<file path="src/rtl/alu_seq_pkg.sv">
// Shared definitions for the ALU command sequencer.
//   - seq_state_t : sequencer FSM states
//   - SEL_*       : ALU in_sel codes {persist, load, reset}
//   - DEF_DW/OPW  : default operand and op-select widths
//   - is_onehot   : exact one-hot test for operation selects (up to 32 bits)
package alu_seq_pkg;

  localparam int DEF_DW  = 8;
  localparam int DEF_OPW = 7;

  localparam logic [2:0] SEL_NONE    = 3'b000;
  localparam logic [2:0] SEL_RESET   = 3'b001;
  localparam logic [2:0] SEL_LOAD    = 3'b010;
  localparam logic [2:0] SEL_PERSIST = 3'b100;

  typedef enum logic [1:0] {
    S_IDLE,
    S_ISSUE,
    S_WAIT,
    S_HOLD
  } seq_state_t;

  // Clearing the lowest set bit leaves zero only for a single-bit value.
  function automatic logic is_onehot(input logic [31:0] v);
    return (v != '0) && ((v & (v - 32'd1)) == '0);
  endfunction

endpackage

</file>
<file path="src/rtl/alu_cmd_fifo.sv">
// Synchronous command FIFO for the ALU sequencer.
// Ports:
//   clk, rst   : clock, asynchronous active-low reset
//   clear      : synchronous empty (pointers and count to 0)
//   push, din  : write request / entry (ignored when full)
//   pop        : read request (ignored when empty)
//   dout       : head entry (valid when !empty)
//   full/empty : status
//   count      : occupancy, 0..DEPTH
module alu_cmd_fifo #(
  parameter int DEPTH = 4,
  parameter int W     = 23
) (
  input  logic                     clk,
  input  logic                     rst,
  input  logic                     clear,
  input  logic                     push,
  input  logic [W-1:0]             din,
  input  logic                     pop,
  output logic [W-1:0]             dout,
  output logic                     full,
  output logic                     empty,
  output logic [$clog2(DEPTH):0]   count
);

  localparam int AW = $clog2(DEPTH);
  localparam int CW = AW + 1;

  logic [W-1:0]  mem [DEPTH];
  logic [AW-1:0] wr_ptr;
  logic [AW-1:0] rd_ptr;
  logic          do_push;
  logic          do_pop;

  assign full    = (count == CW'(DEPTH));
  assign empty   = (count == '0);
  assign do_push = push && !full;
  assign do_pop  = pop && !empty;
  assign dout    = mem[rd_ptr];

  always_ff @(posedge clk) begin
    if (do_push && !clear) begin
      mem[wr_ptr] <= din;
    end
  end

  // DEPTH is a power of two, so pointers wrap by plain overflow.
  always_ff @(posedge clk or negedge rst) begin
    if (!rst) begin
      wr_ptr <= '0;
      rd_ptr <= '0;
      count  <= '0;
    end else if (clear) begin
      wr_ptr <= '0;
      rd_ptr <= '0;
      count  <= '0;
    end else begin
      if (do_push) wr_ptr <= wr_ptr + 1'b1;
      if (do_pop)  rd_ptr <= rd_ptr + 1'b1;
      case ({do_push, do_pop})
        2'b10:   count <= count + 1'b1;
        2'b01:   count <= count - 1'b1;
        default: count <= count;
      endcase
    end
  end

endmodule

</file>
<file path="src/rtl/alu_cmd_sequencer.sv">
// Issue stage for the 8-bit ALU: queues commands, drives the ALU with
// load / persist / reset codes, captures the result after a settle time and
// hands it downstream.
// Ports:
//   clk, rst                 : clock, asynchronous active-low reset
//   cmd_valid/cmd_ready      : command handshake (ready = FIFO not full)
//   cmd_num1/num2/op         : operands and one-hot operation
//   cmd_err                  : pulse, the cycle after a non-one-hot command
//   flush                    : synchronous abort/clear, highest priority
//   q_count                  : FIFO occupancy
//   alu_on/in_sel/num*/out_sel : ALU drive, alu_out : ALU result
//   res_valid/res_ready      : result handshake, res_data/res_op : result
module alu_cmd_sequencer
  import alu_seq_pkg::*;
#(
  parameter int DEPTH       = 4,
  parameter int WAIT_CYCLES = 2,
  parameter int DW          = DEF_DW,
  parameter int OPW         = DEF_OPW
) (
  input  logic                   clk,
  input  logic                   rst,
  input  logic                   cmd_valid,
  output logic                   cmd_ready,
  input  logic [DW-1:0]          cmd_num1,
  input  logic [DW-1:0]          cmd_num2,
  input  logic [OPW-1:0]         cmd_op,
  output logic                   cmd_err,
  input  logic                   flush,
  output logic [$clog2(DEPTH):0] q_count,
  output logic                   alu_on,
  output logic [2:0]             alu_in_sel,
  output logic [DW-1:0]          alu_num1,
  output logic [DW-1:0]          alu_num2,
  output logic [OPW-1:0]         alu_out_sel,
  input  logic [DW-1:0]          alu_out,
  output logic                   res_valid,
  input  logic                   res_ready,
  output logic [DW-1:0]          res_data,
  output logic [OPW-1:0]         res_op
);

  localparam int EW   = 2 * DW + OPW;
  localparam int CNTW = $clog2(WAIT_CYCLES + 1);

  seq_state_t      state;
  seq_state_t      state_nx;

  logic            fifo_full;
  logic            fifo_empty;
  logic            fifo_push;
  logic            fifo_pop;
  logic [EW-1:0]   fifo_head;

  logic            accept;
  logic            op_ok;
  logic            wait_done;
  logic            res_take;
  logic            clr_pulse;
  logic [CNTW-1:0] cnt;

  logic [DW-1:0]   op_num1;
  logic [DW-1:0]   op_num2;
  logic [OPW-1:0]  op_sel;

  // rst gating keeps cmd_ready low while reset is held.
  assign cmd_ready = rst && !fifo_full && !flush;
  assign accept    = cmd_valid && cmd_ready;
  assign op_ok     = is_onehot(32'(cmd_op));
  assign fifo_push = accept && op_ok;
  assign wait_done = (cnt == CNTW'(WAIT_CYCLES - 1));
  assign res_take  = res_valid && res_ready;

  assign alu_num1    = op_num1;
  assign alu_num2    = op_num2;
  assign alu_out_sel = op_sel;

  alu_cmd_fifo #(
    .DEPTH (DEPTH),
    .W     (EW)
  ) u_fifo (
    .clk   (clk),
    .rst   (rst),
    .clear (flush),
    .push  (fifo_push),
    .din   ({cmd_num1, cmd_num2, cmd_op}),
    .pop   (fifo_pop),
    .dout  (fifo_head),
    .full  (fifo_full),
    .empty (fifo_empty),
    .count (q_count)
  );

  always_comb begin
    fifo_pop = 1'b0;
    if (!flush && !fifo_empty) begin
      case (state)
        S_IDLE:  fifo_pop = 1'b1;
        S_HOLD:  fifo_pop = res_take;
        default: fifo_pop = 1'b0;
      endcase
    end
  end

  always_ff @(posedge clk or negedge rst) begin
    if (!rst) begin
      state <= S_IDLE;
    end else begin
      state <= state_nx;
    end
  end

  always_comb begin
    state_nx = state;
    if (flush) begin
      state_nx = S_IDLE;
    end else begin
      case (state)
        S_IDLE:  if (!fifo_empty) state_nx = S_ISSUE;
        S_ISSUE: state_nx = S_WAIT;
        S_WAIT:  if (wait_done) state_nx = S_HOLD;
        S_HOLD:  if (res_take) state_nx = fifo_empty ? S_IDLE : S_ISSUE;
        default: state_nx = S_IDLE;
      endcase
    end
  end

  // The post-flush ALU reset cycle runs while the FSM already sits in IDLE.
  always_comb begin
    alu_on     = 1'b0;
    alu_in_sel = SEL_NONE;
    if (clr_pulse) begin
      alu_on     = 1'b1;
      alu_in_sel = SEL_RESET;
    end else begin
      case (state)
        S_ISSUE: begin
          alu_on     = 1'b1;
          alu_in_sel = SEL_LOAD;
        end
        S_WAIT, S_HOLD: begin
          alu_on     = 1'b1;
          alu_in_sel = SEL_PERSIST;
        end
        default: begin
          alu_on     = 1'b0;
          alu_in_sel = SEL_NONE;
        end
      endcase
    end
  end

  always_ff @(posedge clk or negedge rst) begin
    if (!rst) begin
      cmd_err   <= 1'b0;
      clr_pulse <= 1'b0;
      cnt       <= '0;
      op_num1   <= '0;
      op_num2   <= '0;
      op_sel    <= '0;
      res_valid <= 1'b0;
      res_data  <= '0;
      res_op    <= '0;
    end else begin
      cmd_err   <= accept && !op_ok;
      clr_pulse <= flush;
      if (flush) begin
        cnt       <= '0;
        res_valid <= 1'b0;
      end else begin
        if (fifo_pop) begin
          {op_num1, op_num2, op_sel} <= fifo_head;
        end
        if (state == S_ISSUE) begin
          cnt <= '0;
        end else if (state == S_WAIT) begin
          cnt <= cnt + 1'b1;
        end
        if (state == S_WAIT && wait_done) begin
          res_valid <= 1'b1;
          res_data  <= alu_out;
          res_op    <= op_sel;
        end else if (state == S_HOLD && res_take) begin
          res_valid <= 1'b0;
        end
      end
    end
  end

endmodule
</file>
<file path="config.mk">
export PLATFORM = sky130hd
export DESIGN_NAME = alu_cmd_sequencer
export DESIGN_NICKNAME = d
export VERILOG_FILES = /design/src/rtl/alu_seq_pkg.sv /design/src/rtl/alu_cmd_fifo.sv /design/src/rtl/alu_cmd_sequencer.sv
export SDC_FILE = /design/constraint.sdc
export NUM_CORES = 1
export LEC_CHECK = 0
export CORE_UTILIZATION = 25
export CTS_CLUSTER_SIZE = 24
export DETAILED_ROUTE_END_ITERATION = 8
export DONT_BUFFER_PORTS = 1
export GPL_ROUTABILITY_DRIVEN = 0
export GPL_TIMING_DRIVEN = 1
export PLACE_DENSITY = 0.48
export SYNTH_ARGS = -nofsm -noshare
export SYNTH_HDL_FRONTEND = slang
export SYNTH_SLANG_ARGS = --single-unit
</file>
<file path="constraint.sdc">
create_clock -name clk -period 3.2 [get_ports clk]
set_input_delay 0.16 -clock clk [delete_from_list [all_inputs] [get_ports clk]]
set_output_delay 0.16 -clock clk [all_outputs]
set_load 0.02 [all_outputs]
</file>
### After elaboration in Yosys (flattened, before gate mapping)

Memory sizes are Yosys's and may differ from the RTL's. A register that Yosys moved wholly into a read port is not among the register bits.
Index checks and enable logic that the tools add are counted.

| storage, ports and cells | value |
|---|---|
| output and inout bits | 48 |
| memories | 1 |
| register bits | 29 |
| RAM bits | 92 |
| bits of input ports | 36 |
| word-level logic and storage cells | 87 |

| operators by class | value |
|---|---|
| equality and inequality tests | 10 |
| muxes and demuxes | 26 |
| reductions and logical operators | 32 |
| bitwise gates (word level) | 2 |
| add/sub/neg operators | 6 |

Memory list:

| name | words | width | read ports | clocked after Yosys merged registers in | wr ports | RTL line | RTL |
|---|---|---|---|---|---|---|---|
| u_fifo.mem | 4 | 23 | 1 | 1 | 1 | alu_cmd_fifo.sv:29 | `logic [W-1:0] mem [DEPTH];` |

Operators by type and width:

| operator | number |
|---|---|
| 7-bit by 32-bit bitwise AND with 32-bit output | 1 |
| 32-bit logical NOT | 1 |
| 2-bit two-way mux | 11 |
| 1-bit logical AND | 13 |
| 3-bit case mux with 2 select lines | 2 |
| 1-bit two-way mux | 9 |
| 3-bit inequality test, second input constant | 3 |
| 3-bit nonzero test | 3 |
| 2-bit case mux with 4 select lines | 1 |
| 7-bit by 1-bit subtractor with 8-bit output, second input constant | 1 |
| 7-bit nonzero test | 1 |
| 2-bit by 1-bit adder with 2-bit output, second input constant | 3 |
| 2-bit by 1-bit == test with 1-bit output, second input constant | 3 |
| 2-bit == test, second input constant | 3 |
| 3-bit two-way mux | 2 |
| 1-bit logical NOT | 5 |
| 2-bit AND reduction | 2 |
| 2-bit nonzero test | 2 |
| 3-bit by 1-bit adder with 3-bit output, second input constant | 1 |
| 3-bit == test, second input constant | 1 |
| 3-bit logical NOT | 1 |
| 3-bit AND reduction | 1 |
| 3-bit OR reduction | 1 |
| 3-bit by 1-bit subtractor with 3-bit output, second input constant | 1 |
| 4 further kinds | 4 |

### Depth between registers and ports, before layout

Gate-level depths: netlist of the first run.

| logic depth | value |
|---|---|
| depth after elaboration | 10 |
| depth in mapped cells | 11 |
| mapped depth without buffers | 10 |

### Cells and area by module

Synthesis of the first run repeated with hierarchy kept, for this count alone.

| second synthesis, totals | value |
|---|---|
| cells, all modules | 322 |
| area, all modules | 5,840.6 sq um |

By module, submodules not included:

| module | sequential area each (sq um) | cells an instance | area each (sq um) | times used |
|---|---|---|---|---|
| alu_cmd_fifo | 2,937.8 | 185 | 3,895.0 | 1 |
| alu_cmd_sequencer | 1,126.1 | 137 | 1,945.6 | 1 |

### Worst setup path after synthesis of the first run

OpenSTA, ideal clock, no wires.

| timing | value |
|---|---|
| path kind | reg-to-reg |
| from | register state[0] |
| to | register u_fifo.count[1] |
| data arrival time | 2,193 ps |
| library setup time | 132 ps |
| stages on the path, launching flop included | 10 |
| path buffers | 0 |
| slack | 875 ps |
| data required time | 3,068 ps |
| clock period less this slack | 2,325 ps |
| cell sequence | dfrtp_1 inv_1 ha_1 or3_1 nor3_1 fa_1 nand2_1 nor3_1 a31oi_1 o21ai_1 |

| between the ends | value |
|---|---|
| word-level cells in the longest chain between the ends | 7 |
| elaborated cells on any way between the ends | 10 |
| those cells by class | eq/ne (3); mux (4); reduce/logical (3) |

RTL lines:

| item | RTL line | RTL |
|---|---|---|
| start: declaration | alu_cmd_sequencer.sv:46 | `seq_state_t state;` |
| start signal: assignment | alu_cmd_sequencer.sv:109 | `state <= state_nx;` |
| 2-bit == test / 2-bit logical NOT (equally long branches) | alu_cmd_sequencer.sv:97 | `case (state)` |
| 1-bit case mux with 2 select lines * | alu_cmd_sequencer.sv:97 |  |
| 1-bit two-way mux * | alu_cmd_sequencer.sv:96 | `if (!flush && !fifo_empty) begin` |
| 1-bit logical AND * | alu_cmd_fifo.sv:38 | `assign do_pop = pop && !empty;` |
| 2-bit by 1-bit == test with 1-bit output / 2-bit == test (equally long branches) | alu_cmd_fifo.sv:60 | `case ({do_push, do_pop})` |
| 3-bit case mux with 2 select lines | alu_cmd_fifo.sv:60 |  |
| 3-bit two-way mux | alu_cmd_fifo.sv:53 | `end else if (clear) begin` |
| end signal: assignment | alu_cmd_fifo.sv:61 | `2'b10: count <= count + 1'b1;` |
| end signal: assignment | alu_cmd_fifo.sv:62 | `2'b01: count <= count - 1'b1;` |
| end signal: assignment | alu_cmd_fifo.sv:63 | `default: count <= count;` |
| end: declaration | alu_cmd_fifo.sv:23 | `output logic [$clog2(DEPTH):0] count` |

Mark *: on every way between the ends. The rest lies on a longest branch, timed or not.
A chain may end at the register's enable or synchronous reset.

### Worst setup path in the final report of the first run

Ends and elaborated chain as after synthesis.

==> flow_metrics.tcl, run 1 <==
set metrics [dict create \
    status "completed" \
    setup_slack_ps 648 \
    nets 404 \
    cts_buffer_depth 2 \
    cts_resized 0 \
    synth_cell_types 39 \
    drt_first_pass_iters 4 \
    dieArea_sq_um 23400 \
    cp_cell_sequence "inv_1 -> ha_1 -> a31oi_1 -> or3_1 -> nor3_1 -> fa_1 -> nand2_1 -> nor3_1 -> a31oi_1 -> o21ai_1" \
    clkLatencyLatePin_ps 420 \
    p_per_area_nw_per_um2 746 \
    cts_setup_buffers 0 \
    tns_ps 0 \
    finalSetupViolations 0 \
    viasPerCell 4.36 \
    totalWireLength_microns 12200 \
    yosys.area.top_type_share_pct 48.4 \
    yosys.area.top_type "edfxtp_1" \
    seq_area_frac_synth_pct 71.2 \
    io_pins 84 \
    grt_max_degree 53 \
    fin_crit_ps 2550 \
    n_antenna_cell 0 \
    tightestPinTransition_ps 936 \
    critPathBufInv 1 \
    worstPathRequired_ps 3480 \
    hp-class "input pin to flip-flop" \
    crit_fanout 5 \
    ys_seq_elements 144 \
    ys_warn_count 0 \
    arrival_ps 2830 \
    grt_pass1_vias 3049 \
    synth_top_family_by_area "multiplexers" \
    numPortBuffers 0 \
    grt.busiest_layer "met2" \
    syn_nets 354 \
    use_met2_pct 18.3 \
    synthCells 307 \
    finalCritPeriodShare_pct 79.7 \
    critPathMaxStageDelay_ps 480 \
    fillers 2136 \
    leakagePower_uw 0.00252 \
    crit_path_start_kind "flip-flop" \
    drive_gt1_share_pct 21.4 \
    drt_iter0_drc 122 \
    fin_skew_ps 8.13 \
    timing_worst_setup_path_type "flip-flop to flip-flop" \
    wl_per_cell_microns 18.8 \
    finalHoldViolCount 0 \
    dp_hpwl_microns 7240 \
    cts_tree "done" \
    pre_cts_slack_ps 726 \
    synth_fa_ha_area_share_pct 2.54 \
    yosys.area_share.simple_pct 4.78 \
    ys.flop_type "edfxtp_1" \
    dieHeight_microns 153 \
    drc 0 \
    max_freq_mhz 392 \
    synth_mux_area_share_pct 17.1 \
    ant_nets 0 \
    clkSlewWorstSetupHoldPaths_ps 60 \
    slowest_stage "or3_1" \
    worstSetupEndpointType "flip-flop" \
    antenna_found_initial 0 \
    core_sq_um 22100 \
    peakVddDrop_v 0.000331 \
    slew_headroom_pct 37.6 \
    vias 2835 \
    ys_top_cells_by_area "edfxtp_1 48%, dfrtp_1 23%, mux4_2 9.1%" \
    start_util_pct 25.8 \
    postSynthAreaPerCell_sq_um 18.6 \
    synth_xor_area_share_pct 0.767 \
    grtUsageMet3_pct 4.22 \
    synth-async-reset-ratio_pct 36.1 \
    track_usage_pct 11.2 \
    synth_area_sq_um 5710 \
    core.rowCount 54 \
    clkSinkCount 144 \
    rsz0062_at_grt "false" \
    overflow 0 \
    synth-edff-count 92 \
    finalMaxSlewViolations 0 \
    grt_use_met1_pct 13.4 \
    cap_violations 0 \
    grt_pass1_wl_microns 18700 \
    synth_compound_area_share_pct 1.95 \
    root_buffer "clkbuf_16" \
    area_growth_pct 23.5 \
    cp_top_family "simple AND/OR/NAND/NOR gates" \
    die_x_microns 153 \
    cts_made_buffers 17 \
    htreeDepth 4 \
]
what timing repair did:
action                                  in CTS  in global routing
endpoints found under the hold margin      166                  0
hold buffers                                36                  0
endpoints found under the setup margin       0                  0
placed cells by master, fill, tap and decap left out, drive strengths merged, types with 2 or more instances in the layout:
cell / netlist / routed
nand2: 9 / 9
mux4: 23 / 23
mux2i: 2 / 2
clkinvlp: 0 / 4
a211oi: 3 / 3
inv: 6 / 6
xor2: 2 / 2
buf: 8 / 10
dfrtp: 52 / 52
clkbuf: 6 / 22
edfxtp: 92 / 92
xnor2: 3 / 3
nand3: 2 / 2
nor3b: 3 / 3
a31oi: 4 / 4
mux2: 39 / 39
clkinv: 0 / 3
nor2: 10 / 10
bufinv: 0 / 3
nor3: 9 / 9
ha: 10 / 10
nor2b: 2 / 2
nand3b: 2 / 2
o21ai: 2 / 2
and2: 6 / 6
dlygate4sd3: 0 / 35
path summary, 6_finish.rpt:
| kind | start | endpoint | slack, ps | cells past startpoint |
|---|---|---|---|---|
| max | state[0] | u_fifo.count[1] | 650 | 10 |
| min | cmd_op[2] | cmd_err | 70 | 4 |
| max reg2reg | state[0] | u_fifo.count[1] | 650 | 10 |
| min reg2reg | cnt[0] | cnt[0] | 580 | 2 |
| max in group asynchronous | rst | u_fifo.rd_ptr[0] | 2640 | 2 |
| min in group asynchronous | rst | u_fifo.rd_ptr[1] | 320 | 2 |
tightest hold or removal path: stages:
cell and delay [ps]:
a211oi_1 40, nor2_1 80, a31oi_1 60, nor2_1 100
layer usage:
layer,up-vias,part of all wire [%],routed length (microns)
met3,10,5.9,721
li1,1288,-,-
met2,84,49,6020
met5,-,0,0
met4,0,1.2,150
met1,1453,44,5340
kinds of logic (layout without fill, tap and decap cells):
kind of cell,after synthesis,count (layout)
mux,64,64
compound gates,14,14
xor+xnor,5,5
flops,144,144
simple gates,49,49
fa+ha+maj,11,11
buf+inv,20,83
synth_stat cells (2+ instances only):
cell      number
edfxtp_1      92
dfrtp_1       52
mux2_1        26
mux4_2        23
mux2_2        13
ha_1          10
nand2_1        9
nor2_1         9
nor3_1         9
clkbuf_1       6
inv_1          6
and2_1         5
buf_2          5
a211oi_1       3
a31oi_1        3
buf_4          3
nor3b_1        3
xnor2_1        3
mux2i_1        2
nand3_1        2
nand3b_1       2
nor2b_1        2
o21ai_1        2
xor2_1         2
through the flow:
step                util, %  hold WS [ps]  std cells  total power [uW]  area [sq um]
floorplan                 -          -136        307              3060          5710
global placement       27.5          -134        582              3200          6070
detailed placement     27.5          -134        582              3230          6070
CTS                    31.9          54.6        650              5360          7050
global route           31.9          61.8        650              5520          7050
finish                 31.9          71.9        650              5260          7050
registers in the layout, summed over array words and instances, names as in the netlist, 3 cells and up:
signal,flops
res_data,8
u_fifo.mem,92
alu_num2,8
u_fifo.count,3
alu_num1,8
res_op,7
alu_out_sel,7
power by group:
group	internal [uW]	leakage, uW	switching (uW)
sequential	2190	0.00150	439
clock	1260	0.000280	758
combinational	330	0.000736	279
total	3780	0.00252	1480
final cells by class:
type | instances | area [sq um] | area share [%]
Inverter | 6 | 22.5 | 0.320
Tap cell | 280 | 350 | 4.97
Multi-Input combinational cell | 143 | 1550 | 22.0
Clock buffer | 22 | 464 | 6.59
Sequential cell | 144 | 4070 | 57.7
Timing Repair Buffer | 45 | 458 | 6.50
Clock inverter | 10 | 138 | 1.95
(Power assumes the default switching activity.)
==> run 2: changes to the inputs <==
- PLACE_DENSITY: 0.48 -> 0.5
- clock period: 3.2 -> 2.1 ns (I/O delays scaled with it)
==> run 2 against run 1 <==
Net effect:
- the flow now finishes with violations (hold timing, setup timing)
- sequential cell count did not move
- utilization is 1.8 points higher
- count of clock-buffer cells in the layout fell by 4
- combinational power grew 130%
- sequential power increased by 51%
- hold slack lost 350 ps
- wire length grew 2.9%
- setup slack got worse by 800 ps
- clock power up 38%
- sequential share of layout area fell by 3.1 points
- clock skew is 0.61 ps higher
- critical path type unchanged
- critical endpoint unchanged
- highest routed layer unchanged
==> flow_metrics.tcl, run 2 (synthesis results as in run 1) <==
set metrics [dict create \
    start_util_pct 25.8 \
    die_x_microns 153 \
    hold_path_depth 0 \
    finalHoldViolCount 8 \
    overflow 0 \
    clkSlewWorstSetupHoldPaths_ps 60 \
    cts_tree "done" \
    htreeDepth 4 \
    root_buffer "clkbuf_16" \
    area_growth_pct 30.6 \
    fin_crit_ps 2250 \
    grt_pass1_wl_microns 19500 \
    grt_max_degree 53 \
    io_pins 84 \
    totalWireLength_microns 12600 \
    arrival_ps 2550 \
    fillers 2093 \
    dieHeight_microns 153 \
    viasPerCell 4.36 \
    rsz0062_at_grt "true" \
    track_usage_pct 11.6 \
    cp_cell_sequence "inv_2 -> ha_4 -> or3_4 -> nor3_4 -> fa_1 -> nand2_1 -> nor3_1 -> a31oi_1 -> o21ai_1" \
    timing.hold.ws_ps -278 \
    cp_num_cells 9 \
    top_register "u_fifo.mem" \
    status "finished with violations" \
    critPathBufInv 1 \
    cts_made_buffers 17 \
    core.rowCount 54 \
    final_cell_mix "92 x edfxtp_1, 48 x dfrtp_1, 38 x dlygate4sd3_1" \
    cp_top_family "simple AND/OR/NAND/NOR gates" \
    grt_pass1_vias 3263 \
    timing_worst_setup_path_type "flip-flop to flip-flop" \
    drt_first_pass_iters 4 \
    numPortBuffers 0 \
    slew_headroom_pct 67.2 \
    drive_gt1_share_pct 32.2 \
    setup_slack_ps -154 \
    peakVddDrop_v 0.000542 \
    nets 435 \
    finalSetupViolations 24 \
    finalMaxSlewViolations 0 \
    critPathMaxStageDelay_ps 470 \
    core_sq_um 22100 \
    worstPathRequired_ps 2390 \
    max_freq_mhz 444 \
    worstSetupEndpointType "flip-flop" \
    hp-class "input pin to flip-flop" \
    tightestPinTransition_ps 493 \
    drt_iter0_drc 224 \
    final_area_sq_um 7450 \
    vias 2969 \
    finalPower_uw 8150 \
    violations "hold timing, setup timing" \
    antenna_found_initial 0 \
    cts_hold_buf 40 \
    leakagePower_uw 0.00271 \
    dp_cells 605 \
    clkLatencyLatePin_ps 420 \
    ant_nets 0 \
    largest_register_ff_count 92 \
    n_antenna_cell 0 \
    finalCritPeriodShare_pct 107 \
    dp_hpwl_microns 7720 \
    p_per_area_nw_per_um2 1090 \
    dieArea_sq_um 23400 \
    slowest_stage "fa_1" \
    clkSinkCount 144 \
    placed_cell_area_sq_um 6370 \
    crit_path_start_kind "flip-flop" \
    cts_buffer_depth 2 \
    cap_violations 0 \
    fin_skew_ps 8.74 \
    rr_worst_depth 9 \
    wl_per_cell_microns 18.5 \
    crit_fanout 3 \
    final_common_cell "edfxtp_1" \
    stdcell_count 681 \
    drc 0 \
]
==> run 2: cell count changes in the layout (fill, tap and decap cells not counted), moves of 3 or more <==
cell	before	now
clkinv_2	1	5
mux2_1	26	23
and2_2	0	4
ha_1	10	7
mux2_4	0	3
dlygate4sd3_1	35	38
dfrtp_1	51	48
and2_1	5	1
buf_12	1	10
buf_4	8	23
buf_6	0	3
dfrtp_2	1	4
==> run 2: path summary, 6_finish.rpt <==
kind                                      start               to  slack (ps)
worst max-delay path                   state[0]  u_fifo.count[1]        -150
worst min-delay path                      flush        clr_pulse        -280
worst max register to register         state[0]  u_fifo.count[1]        -150
worst min register to register  u_fifo.count[1]  u_fifo.count[1]         610
max in group asynchronous                   rst  u_fifo.count[0]        1580
min in group asynchronous                   rst      res_data[4]         260
==> run 2: what timing repair did <==
action,CTS,global route
endpoints found under the setup margin,26,30
buffers inserted,3,1
endpoints found under the hold margin,166,8
gates cloned,1,0
gates resized for setup,8,6
pin swaps,2,2
==> run 2: layer usage <==
| metal | track usage [%] | vias up | share of wire, % |
|---|---|---|---|
| met5 | 0 | - | 0 |
| met4 | 4.33 | 0 | 1.2 |
| met3 | 4.17 | 9 | 6.1 |
| met2 | 19.9 | 83 | 52 |
| met1 | 13.1 | 1531 | 40 |
| li1 | - | 1346 | - |
==> run 2: layout make-up <==
type                    count  area (sq um)  area share (%)
inverters                   6          22.5           0.302
clock inverters            14           116            1.56
well taps                 280           350            4.70
multi-input cells         143          1630            21.8
flip-flops and latches    144          4070            54.6
clock buffers              18           429            5.76
repair buffers             76           842            11.3
==> run 2: metrics by stage <==
stage / TNS [ps] / setup WS, ps / util, %
after floorplan: -188 / -112 / -
after global placement: -82.1 / -82.1 / 28.8
after detailed placement: -869 / -211 / 28.8
after CTS: -1350 / -149 / 33.7
after global routing: -2810 / -259 / 33.7
final: -1180 / -154 / 33.7
==> run 2: report_power, final <==
| part | total (uW) | internal [uW] | leakage [uW] | switching (uW) |
|---|---|---|---|---|
| Clock | 2780 | 1620 | 0.000264 | 1160 |
| Combinational | 1400 | 808 | 0.000952 | 592 |
| Sequential | 3960 | 3340 | 0.00150 | 625 |
| Total | 8150 | 5770 | 0.00271 | 2380 |
==> run 2: worst register-to-register path: cells and delay by family, from the launching register on <==
family	cells	cell delay, ps
simple gates	4	710
fa+ha+maj	2	690
flops	1	400
compound gates	2	210
buf+inv	1	120
==> run 3: changes to the inputs <==
- REMOVE_ABC_BUFFERS: default -> 1
==> run 3 against run 2 <==
Net effect:
- the flow still finishes with violations (hold timing, setup timing)
- via count is 2.5% higher
- wire length is 1.8% higher
- clock skew is 1.5 ps higher
- setup slack worse by 5.2 ps
- sequential power hardly changed
- hold slack worse by 4.4 ps
- global-route usage is 0.36 points lower
- clock power is 10% higher
- critical endpoint is now alu_num2[0]
==> flow_metrics.tcl, run 3 (synthesis results as in run 1) <==
set metrics [dict create \
    overflow 0 \
    placed_cell_area_sq_um 6260 \
    finalPower_uw 8750 \
    violations "hold timing, setup timing" \
    top_register "u_fifo.mem" \
    hold_path_depth 0 \
    tightestPinTransition_ps 424 \
    totalWireLength_microns 12800 \
    max_freq_mhz 443 \
    ant_nets 0 \
    rsz0062_at_grt "true" \
    cts_tree "done" \
    crit_fanout 8 \
    finalCritPeriodShare_pct 108 \
    io_pins 84 \
    finalMaxSlewViolations 0 \
    root_buffer "clkbuf_16" \
    fin_skew_ps 10.3 \
    area_growth_pct 33.2 \
    crit_path_start_kind "flip-flop" \
    vias 3043 \
    tns_ps -3380 \
    die_x_microns 153 \
    worstSetupEndpointType "flip-flop" \
    start_util_pct 25.8 \
    leakagePower_uw 0.00280 \
    dp_hpwl_microns 6870 \
    final_cell_mix "92 x edfxtp_1, 51 x dfrtp_1, 37 x dlygate4sd3_1" \
    status "finished with violations" \
    drt_first_pass_iters 4 \
    cap_violations 0 \
    grt_max_degree 53 \
    slew_headroom_pct 71.7 \
    drc 0 \
    cts_made_buffers 17 \
    setup_slack_ps -159 \
    cts_buffer_depth 2 \
    drive_gt1_share_pct 35.6 \
    clkSinkCount 144 \
    finalSetupViolations 26 \
    stdcell_count 682 \
    numPortBuffers 0 \
    drt_iter0_drc 139 \
    track_usage_pct 11.2 \
    final_area_sq_um 7600 \
    viasPerCell 4.46 \
    nets 436 \
    pre_cts_slack_ps -169 \
    wl_per_cell_microns 18.8 \
    antenna_found_initial 0 \
    clkLatencyLatePin_ps 420 \
    final_common_cell "edfxtp_1" \
    timing_worst_setup_path_type "flip-flop to flip-flop" \
    rr_worst_depth 9 \
    grt_pass1_wl_microns 19100 \
    dp_cells 597 \
    cts_hold_buf 38 \
    timing.hold.ws_ps -282 \
    core_sq_um 22100 \
    htreeDepth 4 \
    clkSlewWorstSetupHoldPaths_ps 60 \
    finalHoldViolCount 9 \
    core.rowCount 54 \
    grt_pass1_vias 3246 \
    worstPathRequired_ps 2400 \
    n_antenna_cell 0 \
    largest_register_ff_count 92 \
    peakVddDrop_v 0.000496 \
    fin_crit_ps 2260 \
    p_per_area_nw_per_um2 1150 \
    dieArea_sq_um 23400 \
    hp-class "input pin to flip-flop" \
    dieHeight_microns 153 \
    arrival_ps 2560 \
]
[run 3: cell count changes in the layout (fill, tap and decap cells not counted), sizes merged]
| cell | previous run | this run |
|---|---|---|
| bufinv | 1 | 3 |
| clkbuf | 18 | 20 |
| clkinvlp | 3 | 1 |
| clkinv | 8 | 7 |
| dlygate4sd3 | 38 | 37 |
| inv | 8 | 9 |
[run 3: worst max-delay path: stages (launching register included)]
cell	delay, ps
dfrtp_1	420
inv_2	130
ha_4	210
or3_4	410
buf_4	150
buf_6	120
nor2_4	100
buf_6	150
buf_12	160
mux2_4	310
[run 3: area by class of cell]
cell class,count,area (sq um)
Clock inverter,14,164
Tap cell,280,350
Clock buffer,18,429
Timing Repair Buffer,77,832
Fill cell,2077,14500
Multi-Input combinational cell,143,1740
Sequential cell,144,4070
Inverter,6,22.5
[run 3: repair_timing]
item	4_1_cts	5_1_grt
pin swaps	6	6
setup buffers	7	6
endpoints found under the hold margin	166	9
gates cloned	0	2
gates resized for setup	13	33
setup endpoints to repair	17	28
[run 3: worst paths after layout]
path | start | end | slack (ps)
min in group asynchronous | rst | alu_num2[0] | 290
worst max register to register | state[1] | alu_num2[0] | -160
worst min-delay path | flush | clr_pulse | -280
max in group asynchronous | rst | u_fifo.rd_ptr[0] | 1540
worst max-delay path | state[1] | alu_num2[0] | -160
worst min register to register | u_fifo.wr_ptr[1] | u_fifo.wr_ptr[1] | 630
[run 3: routing by layer]
layer / up-vias / track usage (%) / share of wire, %
met3: 18 / 4.05 / 5.4
met4: 0 / 4.09 / 1.5
met5: - / 0 / 0
li1: 1357 / - / -
met1: 1587 / 12.9 / 42
met2: 81 / 19.1 / 51
[run 3: where the power goes]
part | total [uW] | internal (uW) | switching [uW]
clock network | 3060 | 1870 | 1190
logic | 1750 | 1080 | 673
registers | 3940 | 3340 | 604
total | 8750 | 6280 | 2470
[run 3: through the flow]
step           hold WS [ps]  util (%)
5_1_grt                -315      34.4
3_3_place_gp           -189      28.3
4_1_cts                -310      33.4
6_report               -282      34.4
2_1_floorplan          -191         -
3_5_place_dp           -189      28.3
